[src/rtl/pipelined_add_tree.sv]
// Pipelined N_IN-lane unsigned adder tree with a framed output accumulator.
// One register stage per tree level, then one accumulator/output stage.
// The whole pipeline advances together under a valid/ready handshake.
module pipelined_add_tree #(
  parameter int IN_W    = 17,
  parameter int N_IN    = 8,
  parameter int LOG2N   = 3,
  parameter int ACC_EXT = 4
) (
  input  logic                            clk,
  input  logic                            rst,
  input  logic                            in_valid,
  output logic                            in_ready,
  input  logic [N_IN*IN_W-1:0]            in_data,
  input  logic                            in_first,
  input  logic                            in_last,
  output logic                            out_valid,
  input  logic                            out_ready,
  output logic [IN_W+LOG2N+ACC_EXT-1:0]   out_data,
  output logic                            out_ovf
);

  localparam int SUM_W = IN_W + LOG2N;
  localparam int OUT_W = SUM_W + ACC_EXT;
  localparam int HALF  = N_IN / 2;
  localparam int TOP   = LOG2N - 1;

  if ((N_IN < 2) || ((1 << LOG2N) != N_IN)) begin : g_bad_cfg
    $error("pipelined_add_tree: N_IN must be a power of two >= 2 and equal 2**LOG2N");
  end

  logic                 advance;
  logic                 in_fire;

  // Input lanes, zero-extended; forced to zero when no transfer happens so
  // undriven data on an idle bus never enters the tree.
  logic [SUM_W-1:0]     lane [N_IN];

  // tree_q[l] holds the results of tree level l+1; only the first
  // N_IN >> (l+1) entries of each row carry data.
  logic [SUM_W-1:0]     tree_d [LOG2N][HALF];
  logic [SUM_W-1:0]     tree_q [LOG2N][HALF];
  logic [LOG2N-1:0]     tvld_d, tvld_q;
  logic [LOG2N-1:0]     tfirst_d, tfirst_q;
  logic [LOG2N-1:0]     tlast_d, tlast_q;

  logic [OUT_W-1:0]     acc_d, acc_q;
  logic                 acc_ovf_d, acc_ovf_q;
  logic [OUT_W-1:0]     out_data_d, out_data_q;
  logic                 out_ovf_d, out_ovf_q;
  logic                 out_valid_d, out_valid_q;

  logic [OUT_W-1:0]     sum_ext;
  logic [OUT_W-1:0]     base;
  logic                 base_ovf;
  logic [OUT_W:0]       add_full;

  // Handshake: every stage moves unless a finished result is waiting on downstream.
  always_comb begin
    advance = !out_valid_q || out_ready;
    in_fire = in_valid && advance;
  end

  assign in_ready  = advance;
  assign out_valid = out_valid_q;
  assign out_data  = out_data_q;
  assign out_ovf   = out_ovf_q;

  // Slice the input bus into zero-extended lanes, gated by the transfer.
  always_comb begin
    for (int unsigned k = 0; k < N_IN; k++) begin
      lane[k] = '0;
      if (in_fire) begin
        lane[k] = SUM_W'(in_data[IN_W*k +: IN_W]);
      end
    end
  end

  // Tree levels: pairwise sums of the previous level; flags ride alongside.
  always_comb begin
    tree_d   = tree_q;
    tvld_d   = tvld_q;
    tfirst_d = tfirst_q;
    tlast_d  = tlast_q;
    if (advance) begin
      tvld_d[0]   = in_fire;
      tfirst_d[0] = in_fire && in_first;
      tlast_d[0]  = in_fire && in_last;
      for (int unsigned j = 0; j < HALF; j++) begin
        tree_d[0][j] = lane[2*j] + lane[2*j+1];
      end
      for (int unsigned l = 1; l < LOG2N; l++) begin
        tvld_d[l]   = tvld_q[l-1];
        tfirst_d[l] = tfirst_q[l-1];
        tlast_d[l]  = tlast_q[l-1];
        for (int unsigned j = 0; j < (HALF >> l); j++) begin
          tree_d[l][j] = tree_q[l-1][2*j] + tree_q[l-1][2*j+1];
        end
      end
    end
  end

  // Tree stage control flags (valid/first/last) with async reset.
  always_ff @(posedge clk or posedge rst) begin
    if (rst) begin
      tvld_q   <= '0;
      tfirst_q <= '0;
      tlast_q  <= '0;
    end else begin
      tvld_q   <= tvld_d;
      tfirst_q <= tfirst_d;
      tlast_q  <= tlast_d;
    end
  end

  // Tree partial-sum data registers; contents are qualified by tvld_q.
  always_ff @(posedge clk) begin
    tree_q <= tree_d;
  end

  // Accumulator: restart on first, emit and clear on last, sticky wrap flag per frame.
  always_comb begin
    acc_d       = acc_q;
    acc_ovf_d   = acc_ovf_q;
    out_data_d  = out_data_q;
    out_ovf_d   = out_ovf_q;
    out_valid_d = out_valid_q;
    sum_ext     = OUT_W'(tree_q[TOP][0]);
    base        = tfirst_q[TOP] ? '0 : acc_q;
    base_ovf    = tfirst_q[TOP] ? 1'b0 : acc_ovf_q;
    add_full    = {1'b0, base} + {1'b0, sum_ext};
    if (advance) begin
      // advance with out_valid set means the held result is being taken now
      out_valid_d = 1'b0;
      if (tvld_q[TOP]) begin
        if (tlast_q[TOP]) begin
          out_data_d  = add_full[OUT_W-1:0];
          out_ovf_d   = base_ovf || add_full[OUT_W];
          out_valid_d = 1'b1;
          acc_d       = '0;
          acc_ovf_d   = 1'b0;
        end else begin
          acc_d       = add_full[OUT_W-1:0];
          acc_ovf_d   = base_ovf || add_full[OUT_W];
        end
      end
    end
  end

  // Accumulator and output registers with async reset.
  always_ff @(posedge clk or posedge rst) begin
    if (rst) begin
      acc_q       <= '0;
      acc_ovf_q   <= 1'b0;
      out_data_q  <= '0;
      out_ovf_q   <= 1'b0;
      out_valid_q <= 1'b0;
    end else begin
      acc_q       <= acc_d;
      acc_ovf_q   <= acc_ovf_d;
      out_data_q  <= out_data_d;
      out_ovf_q   <= out_ovf_d;
      out_valid_q <= out_valid_d;
    end
  end

endmodule

[config.mk]
export PLATFORM = sky130hd
export DESIGN_NAME = pipelined_add_tree
export DESIGN_NICKNAME = d
export VERILOG_FILES = /design/src/rtl/pipelined_add_tree.sv
export SDC_FILE = /design/constraint.sdc
export NUM_CORES = 1
export LEC_CHECK = 0
export ABC_AREA = 1
export BUFFER_PORTS_ARGS = -buffer_cell sky130_fd_sc_hd__buf_2
export CAP_MARGIN = 20
export CORE_MARGIN = 1
export CORE_UTILIZATION = 60
export DETAILED_ROUTE_END_ITERATION = 6
export MAX_ROUTING_LAYER = met4
export PLACE_DENSITY = 0.82
export SYNTH_ARGS = -nofsm -noshare
export SYNTH_HDL_FRONTEND = slang
export SYNTH_SLANG_ARGS = --single-unit
[constraint.sdc]
create_clock -name clk -period 8.39 [get_ports clk]
set_clock_uncertainty 0.15 [all_clocks]
set_input_delay 1.678 -clock clk [delete_from_list [all_inputs] [get_ports clk]]
set_output_delay 1.678 -clock clk [all_outputs]
set_load 0.01 [all_outputs]
# After elaboration in Yosys (flattened, before gate mapping)
# Index checks and enable logic that the tools add are counted.
totals:
  regBits: 200
  inputBits: 142
  output_inout_bits: 27
  word_cells: 45
op_classes:
  add_sub_neg: 8
  n_mux: 14
  reduce_logical: 8
ops:
  columns: ["cell", "count"]
  rows:
  - ["$add 20x20->20", 7]
  - ["$mux 17", 8]
  - ["$mux 24", 2]
  - ["$add 24x20->25", 1]
  - ["$mux 1", 4]
  - ["$logic_and 1x1->1", 3]
  - ["$reduce_and 3->1", 1]
  - ["$logic_or 1x1->1", 2]
  - ["$reduce_and 2->1", 1]
  - ["$logic_not 1->1", 1]

# Longest topological paths before layout
depth:
  word_depth: 5
  ltp_mapped: 21
  mapped_depth_nobuf: 19

# Least setup slack after synthesis
# OpenSTA, ideal clock, no wires.
synth_path:
  path_kind: "input-to-output"
  startpoint: "input out_ready"
  endpoint: "output in_ready"
  arrival_ps: 5609
  required_time_ps: 6562
  slack_ps: 953
  path_stages: 3
  path_buffers: 1
  path_cell_list: "nor2_4 inv_1 clkbuf_1"
synth_via:
  elab_chain_len: 1
synth_lines:
  columns: ["item", "line", "rtl"]
  rows:
  - ["from (decl)", "18", "input logic out_ready,"]
  - ["$logic_or 1x1->1", "60", "advance = !out_valid_q || out_ready;"]
  - ["to (decl)", "13", "output logic in_ready,"]
# Every way passes these cells.

# Worst setup path after layout
layout_path:
  startpoint: "input out_ready"
  endpoint: "register tree_q[217] (netlist name) (data pin)"
layout_via:
  elab_chain_len: 4
  elab_cells_between_ends: 5
  cone_classes: "add/sub: 1; mux: 2; reduce/logical: 2"
layout_lines:
  columns: ["item", "line", "rtl"]
  rows:
  - ["$logic_or 1x1->1 *", "60", null]
  - ["$logic_and 1x1->1 *", "61", "in_fire = in_valid && advance;"]
  - ["$mux 17", "73", "if (in_fire) begin"]
  - ["$add 20x20->20 *", "90", "tree_d[0][j] = lane[2*j] + lane[2*j+1];"]
  - ["to (signal assigned)", "118", "tree_q <= tree_d;"]
  - ["to (decl)", "42", "logic [SUM_W-1:0] tree_q [LOG2N][HALF];"]
# Mark *: on every way between the ends. The rest lies on a longest branch, timed or not.
# A chain may end at the register's enable or synchronous reset.

==> results.json <==
{
  "cts.sinks": 190,
  "grt_use_met1": 0.343,
  "initial_utilization": 0.616,
  "gp_congestion": 0.971,
  "worst_pin_slew_ps": 951,
  "syn_area_um2": 15100,
  "met2_usage": 0.533,
  "root_buffer": "clkbuf_16",
  "slew_violations": 0,
  "final_common_cell": "nand2_1",
  "critical_path_peak_fanout": 82,
  "finalNonFillerCells": 2506,
  "ant_nets": 0,
  "critPathCapture": "tree_q[217]",
  "antenna_found_initial": 0,
  "grt_pass1_wl_um": 59600,
  "setup_viol": 0,
  "max_freq_mhz": 199,
  "critPathCaptureType": "register",
  "clock_latency_ps": 440,
  "synth.distinct_cells": 40,
  "netlist_instances": 2002,
  "nets": 2462,
  "tns_ps": 0,
  "io_pins": 169,
  "dp.cells": 2474,
  "worst-setup-path-type": "in -> reg",
  "die_area_um2": 25800,
  "dieWidth_um": 160,
  "crit_path_start_kind": "input port",
  "hold_violations": 0,
  "drc_errors": 0,
  "syn_area_per_cell_um2": 7.53,
  "slowest_delay_ps": 610,
  "coreArea_um2": 24500,
  "syn_nets": 2295,
  "ys.warnings.count": 0,
  "hold_path.class": "reg -> reg",
  "ff2ff_path_depth": 17,
  "ys_seq_area_frac": 0.359,
  "setup.worst_path.start": "out_ready",
  "period_minus_slack_ps": 5020,
  "cts_tree": "done",
  "num_antenna_cells": 0,
  "min_period_over_period": 0.599,
  "slowest_stage": "nand2_4",
  "regToRegStartpoint": "out_valid",
  "wirelength_um": 35600,
  "cts_resized": 0,
  "syn_to_final_growth_pct": 11.4,
  "synth_seq_cells": 190,
  "dpl-instance-area_um2": 16200,
  "cp.depth": 17,
  "cts.clk_slew.worst_paths_ps": 80,
  "stdcell_area_um2": 16800,
  "vias": 13100,
  "cap_violations": 0,
  "irDropWorstVdd_mv": 0.187,
  "gr-total-overflow": 0,
  "viasPerCell": 5.25,
  "cp.arrival_ps": 5080,
  "timing.critical_path.mode_cell": "nand2_1",
  "layout_common_cells": "nand2_1, inv_1, nor2_1",
  "crit_family": "simple AND/OR/NAND/NOR gates",
  "htreeDepth": 4,
  "powerDensity_nw_per_um2": 361,
  "rsz0062_at_grt": "no",
  "initialDrtViolationCount": 935,
  "post_cts_buffers": 0,
  "worst-path-buf-inv": 3,
  "reg2reg_slack_ps": 4340,
  "cts_max_path_buffers": 2,
  "firstDrtPassIters": 6,
  "reg2reg_to": "tree_q[217]",
  "ctsHoldBuffers": 0,
  "crit_path_cell_trace": "buf_2, nor2_4, inv_4, nand2_4, buf_4, nor2_1, ha_1, a21oi_1, nand2_1, nand2_1, nand2_1, nand3_2, nand2_2, nand2_1, nand2_1, nand2_1, nand2_1",
  "layout-drive-gt1-share": 0.119,
  "die_h_um": 160,
  "grt_pass1_vias": 13000,
  "grt.busiest_layer": "met2",
  "row_count": 57,
  "grtUsageTotal": 0.296,
  "power_leakage_nw": 9.56,
  "port_buffers": 168,
  "dpl.hpwl_um": 28400,
  "grt_max_degree": 83,
  "relSlewSlack": 0.366,
  "grt_use_met3": 0.0356,
  "crit_required_ps": 8440,
  "cts_buffers": 17,
  "run_status": "completed",
  "wl_per_cell_um": 14.2
}
-- flip-flops by register name, summed over array words and instances (netlist names) --
register	cells
acc_q	24
sum_ext	20
tree_q	110
acc_ovf_q	1
tlast_q	3
out_ovf	1
tfirst_q	3
out_valid	1
out_data	24
tvld_q	3
-- metal layers --
metal | up-vias | wire length, um | share of wire
met5 | - | 0 | 0
met4 | 0 | 816 | 0.023
met3 | 62 | 1420 | 0.040
met2 | 377 | 18200 | 0.51
met1 | 5960 | 15100 | 0.43
li1 | 6745 | - | -
-- per-stage QoR --
| step | hold slack [ps] | setup slack, ps | util | total power [mW] |
|---|---|---|---|---|
| after global routing | 343 | 3040 | 0.686 | 6.58 |
| after detailed placement | 310 | 2970 | 0.660 | 5.20 |
| after CTS | 331 | 3420 | 0.686 | 6.07 |
| after floorplan | 292 | 953 | - | 4.36 |
| after global placement | 308 | 3060 | 0.660 | 5.10 |
| final | 330 | 3370 | 0.686 | 6.05 |
-- power by group --
part	total, mW	leakage (nW)	switching (mW)	internal [mW]
registers	1.82	2.17	0.197	1.62
logic	3.39	7.09	2.19	1.20
clock network	0.848	0.309	0.420	0.428
total	6.05	9.56	2.81	3.24
-- worst min-delay path by stage --
stage	start	end	slack, ps	depth (start not counted)
after detailed placement	out_data[16]	out_data[16]	310	2
after floorplan	tvld_q[0]	tvld_q[1]	290	2
after global placement	tvld_q[0]	tvld_q[1]	310	2
after CTS	tvld_q[0]	tvld_q[1]	330	2
after global routing	out_data[16]	out_data[16]	340	2
final	out_data[18]	out_data[18]	330	2
-- layout make-up --
type / instances / area [um^2]
clock buffer: 18 / 450
clock inverter: 14 / 183
fill: 2053 / 7680
inverter: 368 / 1380
multi-input combinational: 1420 / 8090
sequential: 190 / 5410
tap: 324 / 405
timing repair buffer: 172 / 871
-- cells in the mapped netlist, drive strengths merged --
library cell  number  area share
xor2              79       0.046
a31oi             21      0.0087
nand3            111       0.040
a21boi             4      0.0020
buf               20       0.012
ha               143        0.12
a21oi            100       0.033
inv              368       0.092
o22ai              9      0.0037
o21ai             56       0.020
clkbuf             4      0.0010
a22oi              1     0.00050
xnor2             17      0.0099
o21bai            16      0.0080
a22o               2      0.0012
nor3              18      0.0063
nor2             260       0.069
edfxtp           130        0.26
nor3b              4      0.0020
dfrtp             60        0.10
nand4             17      0.0071
a21o              17      0.0085
or2                2     0.00083
o31ai              4      0.0020
nand3b             9      0.0045
fa                 8       0.011
nand2            522        0.13
-- cell families after synthesis --
| group | synth area share |
|---|---|
| AOI/OAI and AO/OA | 0.0884 |
| and+or+nand+nor | 0.262 |
| DFF | 0.359 |
| adders and majority gates | 0.129 |
| buffers and inverters | 0.105 |
| xor gates and xnor gates | 0.0563 |
-- worst reg2reg max path, delay by kind of cell (launching register included) --
| family | cells | cell delay (ps) |
|---|---|---|
| AND/OR/NAND/NOR | 12 | 1870 |
| buffers and inverters | 3 | 910 |
| adder cells (fa/ha/maj) | 1 | 390 |
| flip-flops | 1 | 340 |
| AO/OA/AOI/OAI | 1 | 170 |
(Power assumes the default switching activity.)
